### src/rtl/div_arbiter_if.sv
// div_arbiter_if: requester and divider signals of the shared divider arbiter.
// master = arbiter side, slave = requesters plus divider side.
interface div_arbiter_if;
  logic        req0;
  logic        req1;
  logic [31:0] dvd0;
  logic [31:0] dvd1;
  logic [15:0] dvs0;
  logic [15:0] dvs1;
  logic        sgn0;
  logic        sgn1;
  logic        done0;
  logic        done1;
  logic [15:0] quot;
  logic [15:0] rem;
  logic [1:0]  err;
  logic        busy;
  logic [31:0] div_denom;
  logic [15:0] div_num;
  logic        div_signed;
  logic        div_run_in;
  logic        div_run_out;
  logic [15:0] div_q;
  logic [15:0] div_r;

  modport master (
    input  req0, req1, dvd0, dvd1,
    input  dvs0, dvs1, sgn0, sgn1,
    output done0, done1, quot, rem,
    output err, busy,
    output div_denom, div_num,
    output div_signed, div_run_in,
    input  div_run_out, div_q, div_r
  );

  modport slave (
    output req0, req1, dvd0, dvd1,
    output dvs0, dvs1, sgn0, sgn1,
    input  done0, done1, quot, rem,
    input  err, busy,
    input  div_denom, div_num,
    input  div_signed, div_run_in,
    output div_run_out, div_q, div_r
  );
endinterface

### src/rtl/div_arbiter.sv
// div_arbiter: shares one iterative 32/16 divider between two requesters,
// with overflow/zero pre-check, remainder sign fix-up and a watchdog.
module div_arbiter #(
  parameter bit ROUND_ROBIN = 1'b1,
  parameter int TIMEOUT     = 24
) (
  input logic          clk,
  input logic          reset,
  div_arbiter_if.master bus
);

  localparam int WDW = $clog2(TIMEOUT + 1);

  typedef enum logic [1:0] {
    IDLE,
    LOAD,
    RUN,
    DONE
  } state_t;

  state_t state, state_n;

  logic           owner;
  logic           last_grant;
  logic [WDW-1:0] wd;
  logic [31:0]    denom;
  logic [15:0]    num;
  logic           sgn;
  logic           run_in;
  logic           done0_q;
  logic           done1_q;
  logic [15:0]    quot_q;
  logic [15:0]    rem_q;
  logic [1:0]     err_q;

  logic        grant_go;
  logic        grant_sel;
  logic        chk_fail;
  logic        go;
  logic        fin;
  logic        abort;

  logic [31:0] abs_a;
  logic [15:0] abs_b;
  logic [32:0] lim;
  logic        sgn_diff;
  logic        dz;
  logic        ovf;
  logic [15:0] rem_fix;

  // Magnitude test: a negative quotient may reach -32768, a positive one 32767.
  always_comb begin
    abs_a    = denom[31] ? (~denom + 32'd1) : denom;
    abs_b    = num[15] ? (~num + 16'd1) : num;
    sgn_diff = denom[31] ^ num[15];
    lim      = {2'b00, abs_b, 15'd0};
    if (sgn_diff)
      lim = lim + {17'd0, abs_b};
    dz = (num == 16'd0);
    if (sgn)
      ovf = ({1'b0, abs_a} >= lim);
    else
      ovf = (denom[31:16] >= num);
  end

  // The divider signs its remainder like the quotient; fold back to dividend sign.
  assign rem_fix = (sgn && num[15]) ?
                   (~bus.div_r + 16'd1) : bus.div_r;

  always_comb begin
    state_n   = state;
    grant_go  = 1'b0;
    grant_sel = 1'b0;
    chk_fail  = 1'b0;
    go        = 1'b0;
    fin       = 1'b0;
    abort     = 1'b0;
    unique case (state)
      IDLE: begin
        if (bus.req0 || bus.req1) begin
          grant_go = 1'b1;
          state_n  = LOAD;
          if (bus.req0 && bus.req1)
            grant_sel = ROUND_ROBIN ? ~last_grant : 1'b0;
          else
            grant_sel = bus.req1;
        end
      end
      LOAD: begin
        if (dz || ovf) begin
          chk_fail = 1'b1;
          state_n  = DONE;
        end else begin
          go      = 1'b1;
          state_n = RUN;
        end
      end
      RUN: begin
        if (bus.div_run_out == run_in) begin
          fin     = 1'b1;
          state_n = DONE;
        end else if (wd == WDW'(TIMEOUT - 1)) begin
          abort   = 1'b1;
          state_n = DONE;
        end
      end
      DONE: state_n = IDLE;
      default: state_n = IDLE;
    endcase
  end

  always_ff @(posedge clk) begin
    if (reset) begin
      state      <= IDLE;
      owner      <= 1'b0;
      last_grant <= 1'b1;
      wd         <= '0;
      denom      <= '0;
      num        <= '0;
      sgn        <= 1'b0;
      run_in     <= bus.div_run_out;
      done0_q    <= 1'b0;
      done1_q    <= 1'b0;
      quot_q     <= '0;
      rem_q      <= '0;
      err_q      <= 2'd0;
    end else begin
      state   <= state_n;
      done0_q <= 1'b0;
      done1_q <= 1'b0;
      if (grant_go) begin
        owner      <= grant_sel;
        last_grant <= grant_sel;
        denom      <= grant_sel ? bus.dvd1 : bus.dvd0;
        num        <= grant_sel ? bus.dvs1 : bus.dvs0;
        sgn        <= grant_sel ? bus.sgn1 : bus.sgn0;
      end
      if (go) begin
        run_in <= ~run_in;
        wd     <= '0;
      end
      if (state == RUN)
        wd <= wd + WDW'(1);
      if (chk_fail) begin
        quot_q <= '0;
        rem_q  <= '0;
        err_q  <= dz ? 2'd1 : 2'd2;
      end
      if (fin) begin
        quot_q <= bus.div_q;
        rem_q  <= rem_fix;
        err_q  <= 2'd0;
      end
      if (abort) begin
        run_in <= bus.div_run_out;
        quot_q <= '0;
        rem_q  <= '0;
        err_q  <= 2'd3;
      end
      if (chk_fail || fin || abort) begin
        done0_q <= ~owner;
        done1_q <= owner;
      end
    end
  end

  assign bus.done0      = done0_q;
  assign bus.done1      = done1_q;
  assign bus.quot       = quot_q;
  assign bus.rem        = rem_q;
  assign bus.err        = err_q;
  assign bus.busy       = (state != IDLE);
  assign bus.div_denom  = denom;
  assign bus.div_num    = num;
  assign bus.div_signed = sgn;
  assign bus.div_run_in = run_in;

endmodule

### src/flat_wrapper.sv
// flat-port wrapper written by rule: the top's interface ports become plain ports
module div_arbiter_flat 
#(
  parameter bit ROUND_ROBIN = 1'b1,
  parameter int TIMEOUT     = 24
)
  (clk, reset, bus_req0, bus_req1, bus_dvd0, bus_dvd1, bus_dvs0, bus_dvs1, bus_sgn0, bus_sgn1, bus_done0, bus_done1, bus_quot, bus_rem, bus_err, bus_busy, bus_div_denom, bus_div_num, bus_div_signed, bus_div_run_in, bus_div_run_out, bus_div_q, bus_div_r);
  div_arbiter_if bus_i ();
  input logic clk;
  input logic reset;
  input wire logic [$bits(bus_i.req0)-1:0] bus_req0;
  input wire logic [$bits(bus_i.req1)-1:0] bus_req1;
  input wire logic [$bits(bus_i.dvd0)-1:0] bus_dvd0;
  input wire logic [$bits(bus_i.dvd1)-1:0] bus_dvd1;
  input wire logic [$bits(bus_i.dvs0)-1:0] bus_dvs0;
  input wire logic [$bits(bus_i.dvs1)-1:0] bus_dvs1;
  input wire logic [$bits(bus_i.sgn0)-1:0] bus_sgn0;
  input wire logic [$bits(bus_i.sgn1)-1:0] bus_sgn1;
  output wire logic [$bits(bus_i.done0)-1:0] bus_done0;
  output wire logic [$bits(bus_i.done1)-1:0] bus_done1;
  output wire logic [$bits(bus_i.quot)-1:0] bus_quot;
  output wire logic [$bits(bus_i.rem)-1:0] bus_rem;
  output wire logic [$bits(bus_i.err)-1:0] bus_err;
  output wire logic [$bits(bus_i.busy)-1:0] bus_busy;
  output wire logic [$bits(bus_i.div_denom)-1:0] bus_div_denom;
  output wire logic [$bits(bus_i.div_num)-1:0] bus_div_num;
  output wire logic [$bits(bus_i.div_signed)-1:0] bus_div_signed;
  output wire logic [$bits(bus_i.div_run_in)-1:0] bus_div_run_in;
  input wire logic [$bits(bus_i.div_run_out)-1:0] bus_div_run_out;
  input wire logic [$bits(bus_i.div_q)-1:0] bus_div_q;
  input wire logic [$bits(bus_i.div_r)-1:0] bus_div_r;
  assign bus_i.req0 = bus_req0;
  assign bus_i.req1 = bus_req1;
  assign bus_i.dvd0 = bus_dvd0;
  assign bus_i.dvd1 = bus_dvd1;
  assign bus_i.dvs0 = bus_dvs0;
  assign bus_i.dvs1 = bus_dvs1;
  assign bus_i.sgn0 = bus_sgn0;
  assign bus_i.sgn1 = bus_sgn1;
  assign bus_done0 = bus_i.done0;
  assign bus_done1 = bus_i.done1;
  assign bus_quot = bus_i.quot;
  assign bus_rem = bus_i.rem;
  assign bus_err = bus_i.err;
  assign bus_busy = bus_i.busy;
  assign bus_div_denom = bus_i.div_denom;
  assign bus_div_num = bus_i.div_num;
  assign bus_div_signed = bus_i.div_signed;
  assign bus_div_run_in = bus_i.div_run_in;
  assign bus_i.div_run_out = bus_div_run_out;
  assign bus_i.div_q = bus_div_q;
  assign bus_i.div_r = bus_div_r;
  div_arbiter #(.ROUND_ROBIN(ROUND_ROBIN), .TIMEOUT(TIMEOUT)) u_core (.clk(clk), .reset(reset), .bus(bus_i));
endmodule
### config.mk
export PLATFORM = sky130hd
export DESIGN_NAME = div_arbiter_flat
export DESIGN_NICKNAME = d
export VERILOG_FILES = /design/src/rtl/div_arbiter_if.sv /design/src/rtl/div_arbiter.sv /design/src/flat_wrapper.sv
export SDC_FILE = /design/constraint.sdc
export NUM_CORES = 1
export LEC_CHECK = 0
export CORE_AREA = 2 2 124 126
export DETAILED_ROUTE_END_ITERATION = 16
export DIE_AREA = 0 0 126 128
export GPL_TIMING_DRIVEN = 0
export PLACE_DENSITY = 0.78
export SYNTH_ARGS = -nofsm -noshare
export SYNTH_HDL_FRONTEND = slang
export SYNTH_SLANG_ARGS = --single-unit
### constraint.sdc
create_clock -name clk -period 5.8 [get_ports clk]
set_input_delay 1.16 -clock clk [delete_from_list [all_inputs] [get_ports clk]]
set_output_delay 1.16 -clock clk [all_outputs]
set_load 0.01 [all_outputs]
==> results of run 1 <==
-- sequential cells by signal, summed over array words and instances, names as in the netlist, 2 cells and up --
register	cells
u_core.bus.div_denom	32
u_core.bus.div_num	16
u_core.bus.quot	16
u_core.bus.rem	16
u_core.wd	5
u_core.bus.err	2
u_core.state	2
-- logic make-up after synthesis --
logic type / after synthesis / synth area share
fa+ha+maj: 57 / 0.105
flops: 95 / 0.281
buf+inv: 105 / 0.0618
other cells: 1 / 0.000552
simple gates: 247 / 0.175
mux: 51 / 0.0753
xor+xnor: 71 / 0.0915
compound gates: 203 / 0.209
-- power by group through the flow --
stage               Clock, mW  Sequential [mW]  Combinational, mW
floorplan                   0             1.07               1.77
global placement            0             1.06               2.64
detailed placement          0             1.06               2.69
CTS                     0.632             1.05               2.72
global route            0.656             1.08               3.06
finish                  0.621             1.05               2.75
-- area by class of cell --
class                   count  area (µm²)
repair buffers            220        2200
clock buffers               9         225
clock inverters             6        80.1
multi-input cells         630        4470
well taps                 188         235
flip-flops and latches     95        1910
fillers                  1293        5320
inverters                  63         239
plain buffers              42         181
-- per-stage QoR --
stage                     setup slack, ns  std cells  total power, mW  hold WS (ns)  utilization
final                               0.355       1253             4.42         0.462        0.642
after global routing               0.0589       1253             4.80         0.484        0.642
after CTS                           0.137       1253             4.40         0.464        0.642
after detailed placement            0.172       1238             3.76         0.447        0.621
after global placement              0.320       1238             3.70         0.448        0.621
after floorplan                      1.23        830             2.84         0.437            -
-- path summary, 6_finish.rpt --
check	start	to	slack, ns
hold / removal	u_core.bus.quot[13]	u_core.bus.quot[13]	0.46
setup reg to reg	u_core.bus.div_num[2]	u_core.bus.quot[3]	0.36
setup / recovery	u_core.bus.div_num[2]	u_core.bus.quot[3]	0.36
hold reg to reg	u_core.bus.quot[13]	u_core.bus.quot[13]	0.46
-- critical path, delay by kind of cell (launching register included) --
family | cells | cell delay (ns)
buf+inv | 2 | 0.40
compound gates | 7 | 1.80
xor+xnor | 1 | 0.11
flops | 1 | 0.31
simple gates | 8 | 2.08
fa+ha+maj | 3 | 0.62
-- synthesized netlist by cell type (all sizes together) (4+ instances only) --
cell / count / share of area
dfxtp: 94 / 0.28
nor2: 79 / 0.044
nand2: 76 / 0.042
inv: 63 / 0.035
ha: 57 / 0.10
xnor2: 57 / 0.073
a211oi: 53 / 0.059
mux2i: 50 / 0.074
o31ai: 50 / 0.055
clkbuf: 35 / 0.019
o21ai: 33 / 0.024
a21oi: 27 / 0.020
nand3: 15 / 0.012
nor3: 15 / 0.013
xor2: 14 / 0.018
or2: 13 / 0.012
nand4: 12 / 0.011
buf: 7 / 0.0074
nor4: 7 / 0.0096
or4: 7 / 0.0083
a31oi: 6 / 0.0055
nand2b: 6 / 0.0055
o21a: 5 / 0.0055
o41ai: 5 / 0.0075
or3: 4 / 0.0044
-- metal layers --
metal,global-route usage,wire length [µm],vias to the layer above
li1,-,-,3442
met1,0.307,8770,3178
met2,0.423,9500,273
met3,0.0442,1290,50
met4,0.0918,557,0
met5,0,0,-
-- repair_timing --
item                                    in CTS  in global routing
endpoints found under the hold margin        0                  0
endpoints found under the setup margin       0                 41
gates resized for setup                      0                  1
==> impl_results.md, run 1 <==
* Share of layout cells above drive strength 1 at 0.0451
* N_diodes at 0
* Slew Limit Fails at 0
* Synthesized instance count at 830
* Number of port buffers at 220
* Initial antenna violation count at 0
* Number of remaining DRC errors at 0
* Post-synthesis cell area at 6800 µm²
* Final hold violation count at 0
* Number of global-route vias before repair at 6551
* CP peak stage delay at 0.51 ns
* Hold WC Path Type: register to register
* Core Area at 14900 µm²
* Kind of critical path: register to register
* Seq pwr share at 0.238
* Most frequent cells in the layout: clkdlybuf4s50_1 (220), dfxtp_1 (94), nor2_1 (79)
* Post-synth ARST share at 0
* Slew HR at 0.248
* Status: completed
* Placement-stage cell area at 9240 µm²
* CP dominant cell by count: ha_1
* Detailed Place HPWL at 15800 µm
* Clk_lat worst skew at 0.36 ns
* Ratio of final minimum period to clock period at 0.939
* Congestion Overflow GR at 0
* Tot GR Track Use at 0.246
* Die footprint at 16100 µm²
* Nets@finish at 1253
* Initial DRC count at 392
* Final Cell Area at 9550 µm²
* Clock Power Share at 0.141
* CP endpoint kind: register
* Hold Path Depth at 2
* Fin Setup TNS at 0 ns
* First-pass GRT wire length at 32300 µm
* Io pins at 222
* Starting Density at 0.457
* Antenna viol nets, final at 0
* Post-layout min period at 5.44 ns
* Vias post-DR at 6943
* # Max-Cap Violations at 0
* Final wirelength at 20100 µm
* Worst reg-to-reg path cell count at 21
* Static leakage at 3.47 nW
* Register area share after synthesis at 0.281
* RSZ-0062 raised after global routing: no
* Largest net degree at the start of global routing at 18
* Syn-to-layout area delta at 40.4%
* Worst-path clk slew at 0.07 ns
* Clock sinks at 95
* Critical-path top delay cell: o32ai_2
* Int Pwr at 2.40 mW
* # setup viols final at 0
* Synth Net Count at 1022
* Most common cell after layout, fill and taps aside: clkdlybuf4s50_1
* Ys flop type: dfxtp_1
* Root buffer cell: clkbuf_16
* DR pass1 iterations at 5
* Worst vdd ir at 0.202 mV
* Post-synth cell types at 71
* Worst Path Max Fanout at 10
* Wire per inst at 16.1 µm
* Mapped Avg Cell Area at 8.19 µm²
* DIE WIDTH at 126 µm
* Post-CTS Hold Fix Bufs at 0
* Net Sw Frac at 0.458
* Via/cell ratio at 5.54
* Seq cells post-synth at 95
* H-tree lvl count at 3
* FMAX at 184 MHz
* Placer Congestion at 0.939
* CP Cell Sequence: buf_4 -> nor4_4 -> nand4_1 -> nor3_1 -> ha_1 -> ha_1 -> nand2_1 -> or3_1 -> nor3_2 -> nand2_1 -> a22oi_1 -> xnor2_1 -> ha_1 -> a21oi_1 -> o21ai_1 -> a211oi_1 -> nor3_1 -> o32ai_2 -> a21oi_2 -> buf_4 -> o31ai_1
* Slew @ Worst Pin at 1.13 ns
* Crit path DAT at 5.70 ns
* Worst setup SP type: register
* EDFF count, synth at 1
* Combinational share of power at 0.621
* Row count at 45
* Worst EP required at 6.05 ns
* PwrDens at 463 nW/µm²
* Die height at 128 µm
* Max Buffers Root-to-Sink at 2
* Setup repair bufs after CTS at 0
* Yosys warnings at 0
* CTS tree: done
* Number of buffers created by CTS at 9
* Fin Clk Skew at 0.00864 ns
* Sw Pwr at 2.02 mW
Note: power is estimated with default switching activity, not from simulation.
==> run 2: changes to the inputs <==
--- a/config.mk
+++ b/config.mk
@@ -6,6 +6,7 @@
 export NUM_CORES = 1
 export LEC_CHECK = 0
 export CORE_AREA = 2 2 124 126
+export CTS_CLUSTER_SIZE = 12
 export DETAILED_ROUTE_END_ITERATION = 16
 export DIE_AREA = 0 0 126 128
 export GPL_TIMING_DRIVEN = 0
==> results of run 2 <==
Same layout as run 1: the final DEF is identical, and so are final timing and power.
